===== config.mk =====
export PLATFORM = sky130hd
export DESIGN_NAME = booth_mul_param
export DESIGN_NICKNAME = d
export VERILOG_FILES = /design/src/rtl/booth_pkg.sv /design/src/rtl/booth_recoder.sv /design/src/rtl/booth_mul_param.sv
export SDC_FILE = /design/constraint.sdc
export NUM_CORES = 1
export LEC_CHECK = 0
export ABC_AREA = 1
export CELL_PAD_IN_SITES_DETAIL_PLACEMENT = 0
export CELL_PAD_IN_SITES_GLOBAL_PLACEMENT = 1
export CORE_MARGIN = 2
export CORE_UTILIZATION = 29
export CTS_CLUSTER_SIZE = 25
export DETAILED_ROUTE_END_ITERATION = 8
export PLACE_DENSITY_LB_ADDON = 0.1
export REMOVE_ABC_BUFFERS = 1
export SYNTH_ARGS = -nofsm -noshare
export SYNTH_HDL_FRONTEND = slang
export SYNTH_HIERARCHICAL = 1
export SYNTH_SLANG_ARGS = --single-unit

===== constraint.sdc =====
create_clock -name clk -period 3.4 [get_ports clk]
set_input_delay 0.68 -clock clk [delete_from_list [all_inputs] [get_ports clk]]
set_output_delay 0.68 -clock clk [all_outputs]
set_load 0.1 [all_outputs]

===== src/rtl/booth_pkg.sv =====
// booth_pkg: shared types and helpers for the parametrised Booth multiplier.
// Contents: FSM state enum, recode-operation enum, radix selection and a
// counter-width helper.
// Build option: BOOTH_RADIX4_EN selects radix-4 recoding (default radix-2).
package booth_pkg;

    typedef enum logic [2:0] {
        IDLE,
        LOAD_Q,
        ITER,
        CORR,
        OUT_HI,
        OUT_LO
    } state_e;

    typedef enum logic [2:0] {
        NOP,
        ADD_M,
        SUB_M,
        ADD_2M,
        SUB_2M
    } booth_op_e;

`ifdef BOOTH_RADIX4_EN
    localparam bit RADIX4_EN = 1'b1;
`else
    localparam bit RADIX4_EN = 1'b0;
`endif

    // Bits needed to count iterations 0..N-1, N = WIDTH or WIDTH/2.
    function automatic int cnt_width(input int width, input bit radix4);
        int n;
        int w;
        n = radix4 ? width / 2 : width;
        w = 1;
        while ((1 << w) < n) begin
            w = w + 1;
        end
        return w;
    endfunction

endpackage


===== src/rtl/booth_recoder.sv =====
// booth_recoder: combinational Booth digit recoder.
// Ports:
//   bits_i  in  3  {Q[1:0], Q_1}
//   op_o    out    recode operation (booth_op_e)
// Build option: BOOTH_RADIX4_EN selects radix-4 recoding; otherwise only
// Q[0] and Q_1 are examined.
module booth_recoder
    import booth_pkg::*;
(
    input  logic [2:0] bits_i,
    output booth_op_e  op_o
);

`ifdef BOOTH_RADIX4_EN
    always_comb begin
        op_o = NOP;
        case (bits_i)
            3'b001, 3'b010: op_o = ADD_M;
            3'b011:         op_o = ADD_2M;
            3'b100:         op_o = SUB_2M;
            3'b101, 3'b110: op_o = SUB_M;
            default:        op_o = NOP;
        endcase
    end
`else
    logic unused_q1;
    assign unused_q1 = bits_i[2];

    always_comb begin
        op_o = NOP;
        case (bits_i[1:0])
            2'b01:   op_o = ADD_M;
            2'b10:   op_o = SUB_M;
            default: op_o = NOP;
        endcase
    end
`endif

endmodule


===== src/rtl/booth_mul_param.sv =====
// booth_mul_param: sequential signed/unsigned Booth multiplier with a serial
// operand/product bus.
// Ports:
//   clk     in  1      rising-edge clock
//   rst_b   in  1      asynchronous active-low reset
//   bgn     in  1      start request, sampled only in IDLE
//   uns     in  1      1 = unsigned operands, sampled with bgn
//   inbus   in  WIDTH  M in the bgn cycle, Q in the following cycle
//   stop    out 1      marks the low product word
//   outbus  out WIDTH  high product word, then low product word, else 0
// Build option: BOOTH_RADIX4_EN selects radix-4 recoding (WIDTH/2 iterations,
// +-2M path); undefined gives radix-2 (WIDTH iterations, no 2M path).
//
// state  | meaning
// IDLE   | waiting for bgn; M and uns captured on bgn
// LOAD_Q | capture Q, clear A/Q_1/counter, latch Q MSB
// ITER   | one Booth step per cycle: add/sub then arithmetic shift
// CORR   | unsigned fix-up: add M to A when original Q MSB was set
// OUT_HI | outbus = A[WIDTH-1:0]
// OUT_LO | outbus = Q, stop = 1
module booth_mul_param
    import booth_pkg::*;
#(
    parameter int WIDTH = 64
) (
    input  logic             clk,
    input  logic             rst_b,
    input  logic             bgn,
    input  logic             uns,
    input  logic [WIDTH-1:0] inbus,
    output logic             stop,
    output logic [WIDTH-1:0] outbus
);

    localparam int EXT   = WIDTH + 2;
    localparam int N     = RADIX4_EN ? WIDTH / 2 : WIDTH;
    localparam int CNT_W = cnt_width(WIDTH, RADIX4_EN);
    localparam logic [CNT_W-1:0] CNT_LAST = CNT_W'(N - 1);

    state_e           state_q, state_d;
    logic [EXT-1:0]   m_q, m_d;
    logic [EXT-1:0]   a_q, a_d;
    logic [WIDTH-1:0] q_q, q_d;
    logic             q1_q, q1_d;
    logic             uns_q, uns_d;
    logic             qmsb_q, qmsb_d;
    logic [CNT_W-1:0] cnt_q, cnt_d;

    booth_op_e        op;
    logic [EXT-1:0]   addend;
    logic             sub;
    logic [EXT-1:0]   sum;

    booth_recoder u_recoder (
        .bits_i ({q_q[1:0], q1_q}),
        .op_o   (op)
    );

    // Single shared adder; subtraction is inverted operand plus carry-in.
    always_comb begin
        addend = '0;
        sub    = 1'b0;
        if (state_q == CORR) begin
            addend = (uns_q && qmsb_q) ? m_q : '0;
        end else begin
            case (op)
                ADD_M: addend = m_q;
                SUB_M: begin
                    addend = m_q;
                    sub    = 1'b1;
                end
`ifdef BOOTH_RADIX4_EN
                ADD_2M: addend = {m_q[EXT-2:0], 1'b0};
                SUB_2M: begin
                    addend = {m_q[EXT-2:0], 1'b0};
                    sub    = 1'b1;
                end
`endif
                default: addend = '0;
            endcase
        end
    end

    assign sum = a_q + (addend ^ {EXT{sub}}) + {{(EXT-1){1'b0}}, sub};

    always_comb begin
        state_d = state_q;
        m_d     = m_q;
        a_d     = a_q;
        q_d     = q_q;
        q1_d    = q1_q;
        uns_d   = uns_q;
        qmsb_d  = qmsb_q;
        cnt_d   = cnt_q;
        stop    = 1'b0;
        outbus  = '0;

        case (state_q)
            IDLE: begin
                if (bgn) begin
                    m_d     = uns ? {2'b00, inbus} : {{2{inbus[WIDTH-1]}}, inbus};
                    uns_d   = uns;
                    state_d = LOAD_Q;
                end
            end
            LOAD_Q: begin
                q_d     = inbus;
                qmsb_d  = inbus[WIDTH-1];
                a_d     = '0;
                q1_d    = 1'b0;
                cnt_d   = '0;
                state_d = ITER;
            end
            ITER: begin
`ifdef BOOTH_RADIX4_EN
                {a_d, q_d, q1_d} = {sum[EXT-1], sum[EXT-1], sum, q_q[WIDTH-1:1]};
`else
                {a_d, q_d, q1_d} = {sum[EXT-1], sum, q_q};
`endif
                if (cnt_q == CNT_LAST) begin
                    state_d = CORR;
                end else begin
                    cnt_d = cnt_q + 1'b1;
                end
            end
            CORR: begin
                a_d     = sum;
                state_d = OUT_HI;
            end
            OUT_HI: begin
                outbus  = a_q[WIDTH-1:0];
                state_d = OUT_LO;
            end
            OUT_LO: begin
                outbus  = q_q;
                stop    = 1'b1;
                state_d = IDLE;
            end
            default: state_d = IDLE;
        endcase
    end

    always_ff @(posedge clk or negedge rst_b) begin
        if (!rst_b) begin
            state_q <= IDLE;
            m_q     <= '0;
            a_q     <= '0;
            q_q     <= '0;
            q1_q    <= 1'b0;
            uns_q   <= 1'b0;
            qmsb_q  <= 1'b0;
            cnt_q   <= '0;
        end else begin
            state_q <= state_d;
            m_q     <= m_d;
            a_q     <= a_d;
            q_q     <= q_d;
            q1_q    <= q1_d;
            uns_q   <= uns_d;
            qmsb_q  <= qmsb_d;
            cnt_q   <= cnt_d;
        end
    end

endmodule


==> results <==
-- cell usage after synthesis (all sizes together), types with 2 or more instances --
master / n / area (µm²)
dfrtp: 207 / 5180
nand3: 244 / 1250
nand4: 34 / 213
a21o: 8 / 60.1
o2111ai: 2 / 17.5
a31oi: 16 / 100
clkbuf: 72 / 270
nand3b: 15 / 113
o21a: 8 / 60.1
a21oi: 94 / 482
nand2: 492 / 1870
nor4: 6 / 37.5
ha: 65 / 813
o21ai: 229 / 1150
o22ai: 3 / 18.8
xnor2: 12 / 105
xor2: 58 / 508
o21bai: 8 / 60.1
o221ai: 65 / 569
o211ai: 3 / 22.5
buf: 28 / 130
inv: 287 / 1080
or2: 7 / 43.8
nor2: 138 / 521
nor3: 22 / 110
a211oi: 2 / 15.0
and3: 5 / 31.3
a21boi: 6 / 45.0
-- metal layers --
layer	vias to the layer above	share of wire, %	wire length, µm	global-route usage, %
met2	249	44	24900	33.2
met4	0	1.5	833	4.17
met3	45	3.5	2010	2.19
met5	-	0	0	0
li1	7971	-	-	-
met1	7527	51	29200	31.9
-- timing repair --
action	4_1_cts	5_1_grt
setup endpoints to repair	50	57
setup buffers	8	11
cloned	0	1
pin swaps	9	39
gates resized for setup	108	116
-- kinds of logic (layout without fill, tap and decap cells) --
logic type	count (synthesis)	after routing	share of synthesized area [%]
other	1	1	0.0251
AND/OR/NAND/NOR	963	963	28.1
flip-flops	207	207	34.7
AO/OA/AOI/OAI	446	446	17.5
XOR/XNOR	70	70	4.11
adder cells (fa/ha/maj)	66	66	5.58
buffers and inverters	388	811	9.93
-- critical path: cells and delay by family, from the launching register on --
kind            cells  cell delay (ps)
buf+inv             5              630
compound gates      5              920
flops               1              370
fa+ha+maj           1              310
simple gates       10             1120
-- power breakdown --
part	internal (µW)	switching [µW]
Combinational	5160	7500
Clock	1750	1130
Sequential	3510	734
Total	10400	9370
-- through the flow --
| stage | util, % | std cells | cell area, µm² | worst slack [ps] |
|---|---|---|---|---|
| 4_1_cts | 41.7 | 3232 | 21300 | -114 |
| 3_5_place_dp | 39.1 | 3178 | 20000 | -645 |
| 5_1_grt | 42.7 | 3244 | 21800 | -314 |
| 3_3_place_gp | 39.1 | 3178 | 20000 | -595 |
| 2_1_floorplan | - | 2041 | 14500 | -5210 |
| 6_report | 42.7 | 3244 | 21800 | -86.1 |
-- registers in the layout (all words and copies together), names as in the netlist --
signal	cells
a_q	66
m_q	65
q_q	64
cnt_q	6
state_q	3
q1_q	1
qmsb_q	1
uns_q	1
-- layout by cell type (no fill, tap or decap), drive strengths merged, types with 6 or more instances in the layout --
cell           netlist  layout
a21o                 8       8
nand3b              15      15
nor2               138     138
a21boi               6       6
or2                  7       7
o21ai              229     229
a31oi               16      16
ha                  65      65
clkbuf              72      44
buf                 28     410
nand3              244     244
o21a                 8       8
inv                287     287
dfrtp              207     207
clkdlybuf4s50        0      66
o21bai               8       8
nor3                22      22
a21oi               94      94
o221ai              65      65
xnor2               12      12
nand4               34      34
xor2                58      58
nor4                 6       6
nand2              492     492
-- area by class of cell --
| type | count | area (µm²) | area share [%] |
|---|---|---|---|
| Clock buffer | 43 | 806 | 3.69 |
| Clock inverter | 3 | 65.1 | 0.298 |
| Inverter | 288 | 1080 | 4.97 |
| Multi-Input combinational cell | 1546 | 9070 | 41.6 |
| Sequential cell | 207 | 5180 | 23.8 |
| Tap cell | 680 | 851 | 3.90 |
| Timing Repair Buffer | 477 | 4750 | 21.8 |
-- how the worst min path moves through the flow --
stage	startpoint	end	cells after the start
finish	rst_b	q_q[51]$_DFFE_PN0P_	1
global route	rst_b	q_q[51]$_DFFE_PN0P_	1
CTS	rst_b	q_q[51]$_DFFE_PN0P_	1
detailed placement	qmsb_q$_DFFE_PN0P_	qmsb_q$_DFFE_PN0P_	2
global placement	qmsb_q$_DFFE_PN0P_	qmsb_q$_DFFE_PN0P_	2
floorplan	rst_b	a_q[0]$_DFFE_PN0P_	0
==> summary.md <==
| Metric | Value |
|---|---|
| Via count | 15792 |
| Post-Syn Area | 14900 µm² |
| Final WL | 57000 µm |
| Core Box Area | 51100 µm² |
| Clk_lat worst skew | 560 ps |
| Status | finished with violations |
| Worst r2r src | q_q[0]$_DFFE_PN0P_ |
| Kind of critical path | reg -> reg |
| Seq/Total Area, Yosys | 34.7% |
| CTS Buf Count | 26 |
| Minimum clock period | 3490 ps |
| DRC violations left | 0 |
| Cell variety after synth | 46 |
| DIE WIDTH | 231 µm |
| Layout area overhead | 46.1% |
| Htree depth | 1 |
| Flops & latches, synth | 207 |
| Post-Synthesis Cells | 2141 |
| Asr flop ratio synth | 100% |
| Global-route wire length before repair | 90900 µm |
| Clock root buffer | clkbuf_16 |
| RR Endpoint | a_q[52]$_DFFE_PN0P_ |
| Number of global-route vias before repair | 16094 |
| Leak | 0.0101 µW |
| Largest net degree at the start of global routing | 71 |
| Final number of setup-violating endpoints | 19 |
| DR vias/cell | 4.87 |
| 1st-iter DRT viols | 874 |
| Pwr Total | 19800 µW |
| Hold_ws | 70.8 ps |
| Routed Antenna Nets | 0 |
| DR WL/cell | 17.6 µm |
| Longest Clk Path Bufs | 3 |
| Startpoint types | flip-flop |
| Failing checks | negative setup slack |
| Unrepaired setup endpoints after global routing | true |
| Placed wire-length estimate | 43800 µm |
| Reg clk slew, reported paths | 60 ps |
| Syn_area_per_cell | 6.97 µm² |
| Final hold violations | 0 |
| Reg2reg setup slack | -90 ps |
| Gpl congestion | 0.872 |
| HP Class | in -> async |
| Worst setup path endpoint | a_q[52]$_DFFE_PN0P_ |
| Nets@finish | 2680 |
| Post-CTS Hold Buffers | 0 |
| FILL cells | 5327 |
| Crit-path cells | inv_1 > nor2_2 > nand3_2 > inv_2 > nand2_4 > buf_12 > buf_12 > nand4_1 > o21ai_1 > ha_1 > a21o_1 > o21bai_2 > nand2_1 > nand2_2 > a21oi_2 > nand3_2 > buf_6 > a21o_1 > or2_1 > nand3_1 > nand3_1 |
| Final setup margin | -86.1 ps |
| Worst Path Required | 3840 ps |
| Number of antenna violations at the first check in global routing | 0 |
| All-Layer GR Usage | 21.3% |
| Final worst-path cycle share | 103% |
| Ant diodes | 0 |
| Slew Limit Fails | 0 |
| Port buffer count | 132 |
| Worst-path fanout max | 15 |
| PD cells | 907 nW/µm² |
| Register-to-Register Path Depth | 21 |
| Critical path endpoint category | flip-flop |
| GRT overflow | 0 |
| I/O Pins | 133 |
| Max-Cap Viols | 0 |
| Critical Path AT | 3930 ps |
| Largest stage delay, worst path | 370 ps |
| Fin Setup TNS | -529 ps |
| Max Freq | 287 MHz |
| Rel. slew slack | 40.0% |
| Primary FF master, synth | dfrtp_1 |
| Die Area | 53300 µm² |
| Die Y | 231 µm |
| Clk sinks | 207 |
| YS warnings | 6 |
| Rows | 83 |
| Initial Util | 29.2% |
| TritonCTS clock tree | done |
| DRT Pass-1 Iters | 5 |
| EDFF count, synth | 0 |
| Skew final | 19.1 ps |
| Crit path launch | q_q[0]$_DFFE_PN0P_ |
| Layout cell share with drive strength beyond 1 | 25.0% |
| Slew of the pin with the lowest slew margin | 900 ps |
| Slowest cell on the critical path | dfrtp_1 |
| VDD IR-drop max | 482 µV |
Note: power is estimated with default switching activity, not from simulation.
